**src/rtl/clint_unit.sv**
```systemverilog
`default_nettype none
// ============================================================================
//  Module   : clint_unit
//  Brief    : Core-local interruptor. It has a software interrupt bit, an
//             external interrupt pending latch with an input synchronizer, and
//             a 64-bit mtime/mtimecmp timer. Access is through a simple
//             two-cycle req/ack register bus.
//  Revision : 1.0 - initial release
// ============================================================================
module clint_unit #(
    parameter int unsigned PRESCALE = 1
) (
    input  logic        clk,
    input  logic        rst,
    input  logic        req,
    input  logic        we,
    input  logic [15:0] addr,
    input  logic [31:0] wdata,
    output logic [31:0] rdata,
    output logic        ack,
    input  logic        ext_irq,
    output logic        machine_software_interrupt,
    output logic        machine_timer_interrupt,
    output logic        machine_external_interrupt
);

    // Word-aligned register addresses
    localparam logic [15:0] C_ADDR_MSIP       = 16'h0000;
    localparam logic [15:0] C_ADDR_EXT_PEND   = 16'h0010;
    localparam logic [15:0] C_ADDR_MTIMECMP_L = 16'h4000;
    localparam logic [15:0] C_ADDR_MTIMECMP_H = 16'h4004;
    localparam logic [15:0] C_ADDR_MTIME_L    = 16'hBFF8;
    localparam logic [15:0] C_ADDR_MTIME_H    = 16'hBFFC;

    // Terminal count of the prescale counter
    localparam logic [15:0] C_PRESCALE_MAX = 16'(PRESCALE - 1);

    typedef enum logic [0:0] {
        ST_IDLE = 1'b0,
        ST_RESP = 1'b1
    } state_t;

    // Bus FSM and response data
    state_t      state_q, state_d;
    logic [31:0] rdata_q, rdata_d;

    // Architectural registers
    logic        msip_q, msip_d;
    logic        ext_pend_q, ext_pend_d;
    logic [63:0] mtimecmp_q, mtimecmp_d;
    logic [63:0] mtime_q, mtime_d;
    logic [15:0] presc_q, presc_d;
    logic        mti_q, mti_d;

    // External interrupt synchronizer and edge detector
    logic        sync1_q, sync1_d;
    logic        sync2_q, sync2_d;
    logic        edge_q, edge_d;

    // Combinational helpers
    logic [15:0] w_word;
    logic        w_access;
    logic        w_write;
    logic [31:0] w_read_data;
    logic        w_wr_msip;
    logic        w_wr_ext_pend;
    logic        w_wr_cmp_lo;
    logic        w_wr_cmp_hi;
    logic        w_wr_mtime_lo;
    logic        w_wr_mtime_hi;
    logic        w_tick;
    logic        w_ext_rise;
    logic        w_unused_addr;

    // The two low address bits select bytes within a word and play no role
    assign w_unused_addr = ^addr[1:0];
    assign w_word        = {addr[15:2], 2'b00};

    // Bus FSM: IDLE accepts a request, RESP presents ack for exactly one cycle
    always_comb begin
        state_d  = state_q;
        rdata_d  = '0;
        w_access = 1'b0;
        case (state_q)
            ST_IDLE: begin
                if (req) begin
                    state_d  = ST_RESP;
                    rdata_d  = w_read_data;
                    w_access = 1'b1;
                end
            end
            ST_RESP: begin
                state_d = ST_IDLE;
            end
            default: begin
                state_d = ST_IDLE;
            end
        endcase
    end

    assign w_write       = w_access & we;
    assign w_wr_msip     = w_write && (w_word == C_ADDR_MSIP);
    assign w_wr_ext_pend = w_write && (w_word == C_ADDR_EXT_PEND);
    assign w_wr_cmp_lo   = w_write && (w_word == C_ADDR_MTIMECMP_L);
    assign w_wr_cmp_hi   = w_write && (w_word == C_ADDR_MTIMECMP_H);
    assign w_wr_mtime_lo = w_write && (w_word == C_ADDR_MTIME_L);
    assign w_wr_mtime_hi = w_write && (w_word == C_ADDR_MTIME_H);

    // Read mux works on pre-write register values; unmapped words read zero
    always_comb begin
        w_read_data = '0;
        case (w_word)
            C_ADDR_MSIP:       w_read_data = {31'b0, msip_q};
            C_ADDR_EXT_PEND:   w_read_data = {31'b0, ext_pend_q};
            C_ADDR_MTIMECMP_L: w_read_data = mtimecmp_q[31:0];
            C_ADDR_MTIMECMP_H: w_read_data = mtimecmp_q[63:32];
            C_ADDR_MTIME_L:    w_read_data = mtime_q[31:0];
            C_ADDR_MTIME_H:    w_read_data = mtime_q[63:32];
            default:           w_read_data = '0;
        endcase
    end

    assign w_tick = (presc_q == C_PRESCALE_MAX);

    // Timebase: a write to either mtime half overrides the increment and restarts the prescaler
    always_comb begin
        mtime_d = mtime_q;
        presc_d = w_tick ? 16'd0 : presc_q + 16'd1;
        if (w_wr_mtime_lo) begin
            mtime_d[31:0] = wdata;
            presc_d       = 16'd0;
        end else if (w_wr_mtime_hi) begin
            mtime_d[63:32] = wdata;
            presc_d        = 16'd0;
        end else if (w_tick) begin
            mtime_d = mtime_q + 64'd1;
        end
    end

    // Compare register halves and the registered timer comparison
    always_comb begin
        mtimecmp_d = mtimecmp_q;
        if (w_wr_cmp_lo) begin
            mtimecmp_d[31:0] = wdata;
        end
        if (w_wr_cmp_hi) begin
            mtimecmp_d[63:32] = wdata;
        end
        mti_d = (mtime_q >= mtimecmp_q);
    end

    assign w_ext_rise = sync2_q & ~edge_q;

    // Software bit, external synchronizer and pending latch (a new edge beats a clear)
    always_comb begin
        msip_d  = msip_q;
        sync1_d = ext_irq;
        sync2_d = sync1_q;
        edge_d  = sync2_q;
        if (w_wr_msip) begin
            msip_d = wdata[0];
        end
        ext_pend_d = ext_pend_q;
        if (w_ext_rise) begin
            ext_pend_d = 1'b1;
        end else if (w_wr_ext_pend && wdata[0]) begin
            ext_pend_d = 1'b0;
        end
    end

    // State registers with asynchronous active-low reset
    always_ff @(posedge clk or negedge rst) begin
        if (!rst) begin
            state_q    <= ST_IDLE;
            rdata_q    <= '0;
            msip_q     <= 1'b0;
            ext_pend_q <= 1'b0;
            mtimecmp_q <= 64'hFFFF_FFFF_FFFF_FFFF;
            mtime_q    <= '0;
            presc_q    <= '0;
            mti_q      <= 1'b0;
            sync1_q    <= 1'b0;
            sync2_q    <= 1'b0;
            edge_q     <= 1'b0;
        end else begin
            state_q    <= state_d;
            rdata_q    <= rdata_d;
            msip_q     <= msip_d;
            ext_pend_q <= ext_pend_d;
            mtimecmp_q <= mtimecmp_d;
            mtime_q    <= mtime_d;
            presc_q    <= presc_d;
            mti_q      <= mti_d;
            sync1_q    <= sync1_d;
            sync2_q    <= sync2_d;
            edge_q     <= edge_d;
        end
    end

    assign ack                        = (state_q == ST_RESP);
    assign rdata                      = rdata_q;
    assign machine_software_interrupt = msip_q;
    assign machine_timer_interrupt    = mti_q;
    assign machine_external_interrupt = ext_pend_q;

endmodule
`default_nettype wire

```
**config.mk**
```make
export PLATFORM = sky130hd
export DESIGN_NAME = clint_unit
export DESIGN_NICKNAME = d
export VERILOG_FILES = /design/src/rtl/clint_unit.sv
export SDC_FILE = /design/constraint.sdc
export NUM_CORES = 1
export LEC_CHECK = 0
export CORE_MARGIN = 2
export CORE_UTILIZATION = 45
export CTS_BUF_LIST = sky130_fd_sc_hd__clkbuf_8
export DETAILED_ROUTE_END_ITERATION = 8
export PLACE_DENSITY = 0.7
export REMOVE_ABC_BUFFERS = 1
export SYNTH_ARGS = -nofsm -noshare
export SYNTH_HDL_FRONTEND = slang
export SYNTH_SLANG_ARGS = --single-unit
```
**constraint.sdc**
```tcl
create_clock -name clk -period 3.3 [get_ports clk]
set_input_delay 0.66 -clock clk [delete_from_list [all_inputs] [get_ports clk]]
set_output_delay 0.66 -clock clk [all_outputs]
set_load 0.02 [all_outputs]
```
==> qor.txt <==
Die area -> 24700 sq um
Yosys warning count -> 0
First-pass GRT wire length -> 48100 um
Post-DP HPWL -> 21800 um
Largest family of logic cells by synthesized area -> simple AND/OR/NAND/NOR gates
Port Buffers -> 86
Crit share post-route -> 88.1%
Fin crit period -> 2.91 ns
Core area -> 23300 sq um
Cell Pwr Density -> 344 nW/um^2
Setup Buffers After CTS -> 0
Crit-path cells -> inv_1 -> ha_1 -> a21oi_1 -> o21ai_0 -> a221oi_1 -> o221ai_1 -> o31ai_1 -> a31oi_1
Status -> completed
Met2 usage -> 39.4%
Synth Area in Adders -> 7.93%
Slew Viols, Final -> 0
WP buf/inv -> 1
Critical path's largest stage delay -> 0.65 ns
Root Driver -> clkbuf_8
Cell count after placement -> 1579
CTS buffer count -> 17
CP arrival -> 3.25 ns
Most frequent cells in the layout -> 191 x nand2_1, 119 x dfrtp_1, 112 x o21ai_0, 85 x clkdlybuf4s50_1, 83 x inv_1
Hold Crit Class -> input pin to async pin
Maximum root-to-sink buffer count -> 2
Global Route Usage Sum -> 24.8%
Die X -> 157 um
Worst EP required -> 3.65 ns
Post-Synth XOR/XNOR Area -> 3.48%
Vias -> 9323
Cells after synthesis -> 1188
Setup crit end kind -> register
Most common cell after layout, fill and taps aside -> nand2_1
Maximum fanout along the worst path -> 2
Ant. Diodes -> 0
Layout Cells excl Fill -> 1611
Worst reg2reg path depth -> 8
CTS tree -> built
Die Height -> 157 um
Critical-path top delay cell -> a221oi_1
Clk sink count -> 183
Mapped Area -> 10600 sq um
GR Layer Usage met3 -> 4.21%
Clock slew at reported path FFs -> 0.10 ns
Sequential share of power -> 54.8%
Async SR Flop Fraction -> 100%
LEAKAGE -> 5.48 nW
Post-Synth Simple-Gate Area -> 20.5%
Mean Syn Cell Area -> 8.90 sq um
Worst Tran Pin Value -> 0.826 ns
Relative slew slack -> 44.4%
Pin count of the biggest net entering global routing -> 79
Grt total ovfl -> 0
Drt drc -> 0
Layout cell share with drive strength beyond 1 -> 13.0%
IO Pins -> 89
Initial core utilization -> 45.4%
Overall power -> 4.28 mW
Worst VDD drop -> 191 uV
DR vias/cell -> 5.79
Mux contribution to synthesized area -> 0.616%
Switching pwr -> 1.16 mW
Post-synth EDFFs -> 0
Clk network pwr share -> 38.5%
H-tree level count -> 4
RSZ-0062 raised after global routing -> false
Worst Setup Start Kind -> register
Final ANT Viol Nets -> 0
Final setup viols -> 0
DRT Wirelength -> 29500 um
Clock Latency Late Sink -> 0.49 ns
Synth cell types -> 58
PostCTS Resize Cnt -> 0
Syn-to-layout area delta -> 17.7%
Area fraction in compound gates after synthesis -> 18.2%
First-pass DRT Iterations -> 7
Final number of hold-violating endpoints -> 0
Skew final -> 0.0167 ns
Pint -> 3.12 mW
RePlAce Congestion -> 0.966
Met1 usage -> 35.2%
Sw Ratio -> 27.2%
Fillers -> 2166
Seq/Total Area, Yosys -> 44.1%
Predominant post-synthesis flop cell -> dfrtp_1
Reg2Reg Setup Slack -> 0.39 ns
Max_cap viols -> 0
Initial antenna violation count -> 0
FF+latch count, synth -> 183
Comb pwr share -> 6.6%
Initial drt markers -> 937
Drt wl/cell -> 18.3 um
Worst path top cell family by delay -> compound AO/OA/AOI/OAI gates
R2r endpoint -> machine_timer_interrupt
Worst setup path class -> register to register
Fmax -> 344 MHz
Hold buffer count at CTS -> 0
FP Rows -> 56
Setup TNS Final -> 0 ns
Gr busiest metal -> met2
Vias in the first global route -> 9012
FF-to-FF Start -> mtimecmp_q[9]
Nets -> 1399
routing by layer:
layer	part of all wire, %	routed length [um]
met4	1.4	421
met1	46	13500
met5	0	0
met3	6.4	1880
met2	46	13700
Yosys cell counts, types with 10 or more instances:
cell / instances / area, sq um
or3_1: 10 / 62.6
xnor2_1: 17 / 149
a222oi_1: 32 / 320
ha_1: 67 / 838
clkbuf_1: 54 / 203
nor3_1: 19 / 95.1
and3_1: 20 / 125
dfrtp_1: 119 / 2980
nand2_1: 191 / 717
o21ai_0: 112 / 561
a211oi_1: 10 / 75.1
inv_1: 83 / 312
nor4_1: 16 / 100
dfstp_2: 64 / 1680
nor2_1: 52 / 195
xor2_1: 25 / 219
a21oi_1: 76 / 380
nand4_1: 37 / 231
and2_1: 13 / 81.3
nand3_1: 43 / 215
registers in the layout (all words and copies together), names as in the netlist:
| register | cells |
|---|---|
| mtime_q | 64 |
| mtimecmp_q | 64 |
| rdata | 32 |
| presc_q | 16 |
| ack | 1 |
| edge_d | 1 |
| edge_q | 1 |
| machine_external_interrupt | 1 |
| machine_software_interrupt | 1 |
| machine_timer_interrupt | 1 |
| sync1_q | 1 |
kinds of logic (layout without fill, tap and decap cells):
logic type	Yosys count	after routing
simple gates	441	441
compound gates	303	303
xor+xnor	42	42
buf+inv	146	250
fa+ha+maj	67	67
flops	183	183
mux	6	6
worst reg2reg max path, delay by kind of cell (launching register included):
kind / cells / cell delay, ns
AO/OA/AOI/OAI: 6 / 1.88
flip-flops: 1 / 0.55
buffers and inverters: 1 / 0.05
adder cells (fa/ha/maj): 1 / 0.30
worst max path at each step:
| stage | slack, ns | to | from | cells after the start |
|---|---|---|---|---|
| 3_5_place_dp | -0.02 | presc_q[9] | addr[14] | 7 |
| 2_1_floorplan | -3.38 | mtime_q[36] | addr[14] | 6 |
| 5_1_grt | 0.28 | presc_q[10] | addr[13] | 7 |
| 6_report | 0.39 | machine_timer_interrupt | mtimecmp_q[9] | 8 |
| 3_3_place_gp | 0.05 | mtime_q[52] | addr[14] | 7 |
| 4_1_cts | 0.44 | mtime_q[63] | presc_q[0] | 8 |
final cells by class:
| type | count | area [sq um] | area share (%) |
|---|---|---|---|
| tap | 319 | 399 | 3.21 |
| clock buffer | 17 | 234 | 1.88 |
| multi-input combinational | 859 | 5400 | 43.4 |
| timing repair buffer | 135 | 1260 | 10.1 |
| sequential | 183 | 4660 | 37.4 |
| inverter | 83 | 312 | 2.50 |
| clock inverter | 15 | 184 | 1.48 |
power groups by stage:
stage | sequential, mW | clock, mW | combinational, mW
floorplan | 2.37 | 0 | 0.109
global placement | 2.39 | 0 | 0.283
detailed placement | 2.39 | 0 | 0.286
CTS | 2.35 | 1.69 | 0.288
global route | 2.36 | 1.78 | 0.315
finish | 2.35 | 1.65 | 0.285
metrics by stage:
stage,area [sq um],hold WS (ns),setup WS (ns),utilization [%]
final,12400,0.164,0.394,53.5
after detailed placement,12000,0.336,-0.0209,51.7
after global placement,12000,0.334,0.0484,51.7
after global routing,12400,0.207,0.281,53.5
after CTS,12400,0.190,0.437,53.5
after floorplan,10300,0.331,-3.38,-
Power figures use the tool's default switching activity.
